==> src/rtl/seq_sort_nb_pkg.sv <==
// Shared definitions for the sequential sorter: FSM state encoding and a
// constant-evaluable clog2 used for index sizing.
package sort_pkg;

  typedef enum logic [1:0] {
    IDLE = 2'd0,
    CMP  = 2'd1,
    DONE = 2'd2
  } state_t;

  function automatic int clog2(input int v);
    int r;
    r = 0;
    while ((1 << r) < v) r++;
    return r;
  endfunction

endpackage

==> src/rtl/seq_sort_nb_cmp_swap.sv <==
// Combinational compare-and-swap cell: orders an adjacent entry pair
// ascending (dir=0) or descending (dir=1); equal values are never swapped.
module cmp_swap_nb #(
  parameter int n = 8
) (
  input  logic [n-1:0] a,
  input  logic [n-1:0] b,
  input  logic         dir,
  output logic [n-1:0] lo_out,
  output logic [n-1:0] hi_out,
  output logic         swap
);

  always_comb begin
    swap   = dir ? (a < b) : (a > b);
    lo_out = swap ? b : a;
    hi_out = swap ? a : b;
  end

endmodule

==> src/rtl/seq_sort_nb.sv <==
// Parametrised in-place early-exit bubble sorter, one compare-and-swap per clock.
// Define SORT_SWAP_CNT_EN to add the saturating 16-bit swap_cnt output.
module seq_sort_nb
  import sort_pkg::*;
#(
  parameter int n  = 8,
  parameter int M  = 4,
  parameter int AW = 2
) (
  input  logic          clk,
  input  logic          clr,
  input  logic          wr_en,
  input  logic [AW-1:0] wr_addr,
  input  logic [n-1:0]  wr_data,
  input  logic          desc,
  input  logic          start,
  input  logic [AW-1:0] rd_addr,
  output logic [n-1:0]  rd_data,
  output logic          busy,
  output logic          done
`ifdef SORT_SWAP_CNT_EN
  ,
  output logic [15:0]   swap_cnt
`endif
);

  localparam int IW = (AW > clog2(M)) ? AW : clog2(M);
  localparam logic [IW-1:0] LAST_PASS = IW'(M - 2);

  state_t state, nxt;

  logic [n-1:0]  mem [M];
  logic [IW-1:0] idx, pass;
  logic [IW-1:0] idx_n;
  logic          swapped;
  logic          dir;

  logic [n-1:0]  lo_out, hi_out;
  logic          swap_now;
  logic          last_cmp;
  logic          finish;

  assign idx_n = idx + 1'b1;

  cmp_swap_nb #(.n(n)) u_cmp (
    .a      (mem[idx]),
    .b      (mem[idx_n]),
    .dir    (dir),
    .lo_out (lo_out),
    .hi_out (hi_out),
    .swap   (swap_now)
  );

  // Final compare of each pass sits at M-2-pass; the range shrinks as the
  // largest (or smallest) value settles at the far end.
  always_comb begin
    last_cmp = (idx == (LAST_PASS - pass));
    finish   = last_cmp && (!(swapped || swap_now) || (pass == LAST_PASS));
  end

  always_comb begin
    nxt  = state;
    busy = 1'b0;
    done = 1'b0;
    case (state)
      IDLE: if (start) nxt = CMP;
      CMP: begin
        busy = 1'b1;
        if (finish) nxt = DONE;
      end
      DONE: begin
        done = 1'b1;
        nxt  = IDLE;
      end
      default: nxt = IDLE;
    endcase
  end

  always_comb begin
    rd_data = '0;
    if (int'(rd_addr) < M) rd_data = mem[rd_addr];
  end

  always_ff @(posedge clk or posedge clr) begin
    if (clr) begin
      state   <= IDLE;
      idx     <= '0;
      pass    <= '0;
      swapped <= 1'b0;
      dir     <= 1'b0;
      for (int unsigned i = 0; i < M; i++) mem[i] <= '0;
`ifdef SORT_SWAP_CNT_EN
      swap_cnt <= '0;
`endif
    end else begin
      state <= nxt;
      case (state)
        IDLE: begin
          if (wr_en && (int'(wr_addr) < M)) mem[wr_addr] <= wr_data;
          if (start) begin
            dir     <= desc;
            idx     <= '0;
            pass    <= '0;
            swapped <= 1'b0;
`ifdef SORT_SWAP_CNT_EN
            swap_cnt <= '0;
`endif
          end
        end
        CMP: begin
          if (swap_now) begin
            mem[idx]   <= lo_out;
            mem[idx_n] <= hi_out;
`ifdef SORT_SWAP_CNT_EN
            if (swap_cnt != '1) swap_cnt <= swap_cnt + 16'd1;
`endif
          end
          if (last_cmp) begin
            if (!finish) begin
              pass    <= pass + 1'b1;
              idx     <= '0;
              swapped <= 1'b0;
            end
          end else begin
            idx     <= idx_n;
            swapped <= swapped | swap_now;
          end
        end
        default: ;
      endcase
    end
  end

endmodule

==> config.mk <==
export PLATFORM = sky130hd
export DESIGN_NAME = seq_sort_nb
export DESIGN_NICKNAME = d
export VERILOG_FILES = /design/src/rtl/seq_sort_nb_pkg.sv /design/src/rtl/seq_sort_nb_cmp_swap.sv /design/src/rtl/seq_sort_nb.sv
export SDC_FILE = /design/constraint.sdc
export NUM_CORES = 1
export LEC_CHECK = 0
export BUFFER_PORTS_ARGS = -buffer_cell sky130_fd_sc_hd__buf_2
export CORE_ASPECT_RATIO = 1.25
export CORE_UTILIZATION = 40
export DETAILED_ROUTE_END_ITERATION = 10
export SLEW_MARGIN = 20
export SYNTH_ARGS = -nofsm -noshare
export SYNTH_HDL_FRONTEND = slang
export SYNTH_SLANG_ARGS = --single-unit
==> constraint.sdc <==
create_clock -name clk -period 5 [get_ports clk]
set_input_delay 0.5 -clock clk [delete_from_list [all_inputs] [get_ports clk]]
set_output_delay 0.5 -clock clk [all_outputs]
set_load 0.05 [all_outputs]
== Yosys cells after proc, flatten, opt, wreduce, memory -nomap -nowiden ==
Index checks and enable logic that the tools add are counted.
Operators by class
  $add $sub $neg: 3
  order comparisons: 9
  equality and inequality tests: 11
  muxes and demuxes: 40
  bitwise gates (word level): 5
  reduce and logical (&&, ||, !) cells: 14
Operators with widths (number)
  32-bit bitwise mux: 3
  8-bit 2-to-1 mux: 11
  32-bit 2-to-1 mux: 2
  32-bit one-hot mux with 2 select lines: 1
  8-bit binary-select mux with 2-bit select: 3
  8-bit demux with 2-bit select: 3
  2-bit 2-to-1 mux: 7
  3-bit greater-or-equal comparator (second input constant): 4
  2-bit != test (second input constant): 6
  2-bit NOT with 3-bit output: 4
  2-bit one-hot mux with 2 select lines: 3
  3-bit by 1-bit < comparator with 1-bit output (second input constant): 3
  8-bit > comparator: 1
  8-bit < comparator: 1
  1-bit 2-to-1 mux: 6
  3-bit AND reduction: 2
  2-bit by 1-bit adder with 2-bit output (second input constant): 2
  2-bit == test (second input constant): 2
  1-bit logical AND: 4
  2-bit AND reduction: 2
  4-bit AND reduction: 1
  3-bit != test (second input constant): 1
  2-bit by 1-bit == test with 1-bit output (second input constant): 1
  2-bit == test: 1
  other kinds (7): 8
Storage, ports and cells
  bits in registers: 40
  output and inout bits: 10

== Longest topological paths before layout ==
  word-level depth: 14
  gate-level depth with buffers: 20
  depth with buffers taken out: 14

== Hierarchy ==
A second synthesis with hierarchy kept.
Second synthesis, totals
  cells, all modules: 334
  area, all modules: 3597.2 µm²
Modules (own cells, without submodules)
  seq_sort_nb: instances 1, cells an instance 284, area each 3124.2 µm²
  cmp_swap_nb: instances 1, cells an instance 50, area each 473.0 µm²

== Worst setup path after synthesis ==
Ideal clock, no wire load.
  path kind: register -> register
  start: register idx[0]
  end: register mem[13] (netlist bit)
  library setup time: 126 ps
  arrival: 4294 ps
  data required time: 4874 ps
  setup slack: 580 ps
  stages on the path, launching flop included: 18
  buffers on the path: 4
  clock period less this slack: 4420 ps
  cells stage by stage: dfrtp_1 > buf_2 > buf_2 > inv_1 > ha_1 > clkbuf_1 > mux2_2 > o21a_1 > inv_1 > ha_1 > and3_4 > a221oi_2 > nand2_1 > o211ai_1 > buf_2 > mux2_2 > o2bb2ai_1 > a221o_1
Between the ends
  word-level cells in the longest chain between the ends: 12
  elaborated cells between the ends (all ways): 30
RTL lines
  start, declared: line seq_sort_nb.sv:33  | logic [IW-1:0] idx, pass;
  start signal, assigned: line seq_sort_nb.sv:125  | idx <= idx_n;
  2-bit by 1-bit adder with 2-bit output: line seq_sort_nb.sv:43  | assign idx_n = idx + 1'b1;
  2-bit NOT with 3-bit output (implied by the code): line seq_sort_nb.sv:47, seq_sort_nb.sv:113
  8-bit binary-select mux with 2-bit select: line seq_sort_nb.sv:47  | .b (mem[idx_n]),
  8-bit 2-to-1 mux (implied by the code) (2 in series): line seq_sort_nb.sv:47
  8-bit > comparator or 8-bit < comparator (tied branches): line seq_sort_nb_cmp_swap.sv:15  | swap = dir ? (a < b) : (a > b);
  1-bit 2-to-1 mux: line seq_sort_nb_cmp_swap.sv:15
  8-bit 2-to-1 mux: line seq_sort_nb_cmp_swap.sv:16  | lo_out = swap ? b : a;
  32-bit bitwise mux: line seq_sort_nb.sv:112  | mem[idx] <= lo_out;
  32-bit bitwise mux: line seq_sort_nb.sv:113  | mem[idx_n] <= hi_out;
  32-bit 2-to-1 mux: line seq_sort_nb.sv:111  | if (swap_now) begin
  32-bit one-hot mux with 2 select lines: line seq_sort_nb.sv:97  | case (state)
  end signal, assigned by index: line seq_sort_nb.sv:112
  end signal, assigned by index: line seq_sort_nb.sv:113
  end, declared: line seq_sort_nb.sv:32  | logic [n-1:0] mem [M];
Parallel ways exist; a longest one is shown, timed or not. The select of a mux whose other input is x is not followed.
A chain may end at the register's enable or synchronous reset.

== Final worst setup path ==
  start: register idx[1]
  end: register mem[16] (netlist bit)
The elaborated chain is that of the path after synthesis.

==> run metrics <==
setup TNS 0 ns; Die ar. 0.00950 mm2; Gate Count Post-Synth 398; Total Nets Final 440; WL/cell 22.4 um; critical path type register to register; largest net degree at the start of global routing between 40 and 50; antenna violations before repair 0; via-per-instance ratio 6.58; Num CTS Buffers 5; Yosys warnings 0; period utilisation layout between 80% and 90%; Die Y 109 um; worst endpoint required time around 5.2 ns; min cycle time layout 4.31 ns; root buf cell clkbuf_8; Slew HR 22.5%; RSZ-0062 raised after global routing no; die width 87.4 um; I/O pin count 27; Final Setup Violations 0; row count 38; Initial Util 41.7%; status finished, final reports clean; library cells used by synthesis 46; Congestion Overflow GR 0; antenna viol nets, final 0; gr usage total a little over a quarter; Max Clk Rate 232 MHz; Post-CTS Setup Bufs 0; Clk pin slew, worst setup/hold paths 0.10 ns; core box area 0.00875 mm2; Remaining DRCs 0; synthesized cell area 0.00364 mm2; Clock Path Buffers 2; HP Class primary input to asynchronous set/reset pin; Slew Limit Fails 0; Critical Path Max Stage Delay 0.68 ns; Synth Flop Type dfrtp_1; DR vias approximately 3,500; Pre-antenna DRT Iters 5; ANT cells 0; worst-path cell chain inv_1 -> ha_1 -> mux2_2 -> o21a_1 -> inv_1 -> ha_1 -> and3_4 -> a221oi_2 -> nand2_1 -> o211ai_1 -> buf_4 -> o21ai_2 -> buf_4 -> nor2_1 -> a221o_1; DR iter-0 viols 341; dpl hpwl 7950 um; Post-CTS Hold Buffers 0; CTS Sinks 40; Post-synth EDFFs 0; total wire length around 12,000 um; Clock Skew 0.0134 ns; post-synth net total 428; commonest non-fill, non-tap cell in the layout nand3_1; Buf/Inv on CP 4; Clock Latency Late Sink about 0.3 ns; family with the most delay on the worst path compound AO/OA/AOI/OAI gates; vias in the first global route approximately 3,300; Seq cells post-synth 40; global-route wire length before repair 18,800 um; commonest cells after routing, fill and taps aside 66 x nand3_1, 40 x dfrtp_1, 38 x nor2_1; post-synthesis sequential area ratio between 20 and 30%; fraction of layout cells with a size suffix above 1 a little over a fifth; CTS tree done; worst slew pin tran between 1 and 1.5 ns; Finished Core Util 45.5%; Mean Syn Cell Area 9.16 um2; IO buf count 26; GPL Wtd Cong 0.897; CTS resizes 0; Async SR Flop Fraction 100%; endpoints failing hold 0; CP arrival roughly 4.6 ns; Slowest cell on crit path nor2_1; critical path startpoint category register; max cap viols 0; htree depth 2; area delta synth->final 9.30%; CP max FO 24; Critical Path End Type register
[cells by family after synthesis]
kind of cell / share of synthesized area [%]
simple gates: 22.9
compound gates: 19.1
buf+inv: 6.08
mux: 19.5
flops: 27.5
fa+ha+maj: 4.46
xor+xnor: 0.481
[synth_stat cells, drive strengths merged (3+ instances only)]
cell / number / share of area, %
mux2i: 6 / 1.6
o21ai: 8 / 1.4
mux4: 23 / 14
a2111oi: 7 / 1.9
a221o: 24 / 6.6
nor2b: 8 / 1.4
a221oi: 3 / 0.89
dfrtp: 40 / 27
ha: 13 / 4.5
nand3: 66 / 9.1
buf: 14 / 2.2
and3: 15 / 2.7
a21oi: 10 / 1.4
o2bb2ai: 8 / 1.9
nand2: 16 / 1.6
nor3: 7 / 0.96
o31ai: 7 / 1.4
nor2: 38 / 3.9
mux2: 11 / 3.6
nand4: 12 / 2.1
nand2b: 4 / 0.69
a22o: 6 / 1.4
clkbuf: 23 / 2.4
inv: 14 / 1.4
[tightest hold or removal path, cell delays in order]
cell,delay [ns]
buf_2,0.09
inv_1,0.04
buf_4,0.47
[worst paths after layout]
kind / start / to / slack (ns) / depth (start not counted)
worst max-delay path: idx[1] / mem[16] / 0.69 / 15
worst min-delay path: clr / mem[20] / 0.33 / 3
worst max register to register: idx[1] / mem[16] / 0.69 / 15
worst min register to register: swapped / swapped / 0.48 / 2
max in group asynchronous: clr / mem[15] / 4.28 / 3
min in group clk: desc / dir / 0.45 / 2
[layout make-up]
class / count / area (um2)
inverter: 14 / 52.6
tap: 120 / 150
multi-input combinational: 307 / 2420
clock buffer: 6 / 72.6
fill: 890 / 4760
sequential: 40 / 1000
timing repair buffer: 42 / 250
clock inverter: 2 / 35.0
[routing by layer]
metal | track usage (%) | part of all wire [%] | vias to the layer above
li1 | - | - | 1569
met1 | 37.5 | 42 | 1709
met2 | 42.1 | 47 | 185
met3 | 4.39 | 8.1 | 32
met4 | 7.96 | 2.7 | 0
met5 | 0 | 0 | -
[registers in the layout (all words and copies together) (netlist names)]
register / count
mem: 32
idx: 2
pass: 2
state: 2
dir: 1
swapped: 1
[through the flow]
| step | area (um2) | std cells | setup WS [ns] | hold slack, ns |
|---|---|---|---|---|
| floorplan | 3640 | 398 | 0.580 | 0.449 |
| global placement | 3880 | 523 | 0.926 | 0.467 |
| detailed placement | 3880 | 523 | 0.848 | 0.472 |
| CTS | 3980 | 531 | 0.825 | 0.345 |
| global route | 3980 | 531 | 0.553 | 0.399 |
| finish | 3980 | 531 | 0.686 | 0.327 |
Power is left out: the tool's default activity adds up to more than one toggle a clock period on the data nets, which glitch-free logic cannot reach.
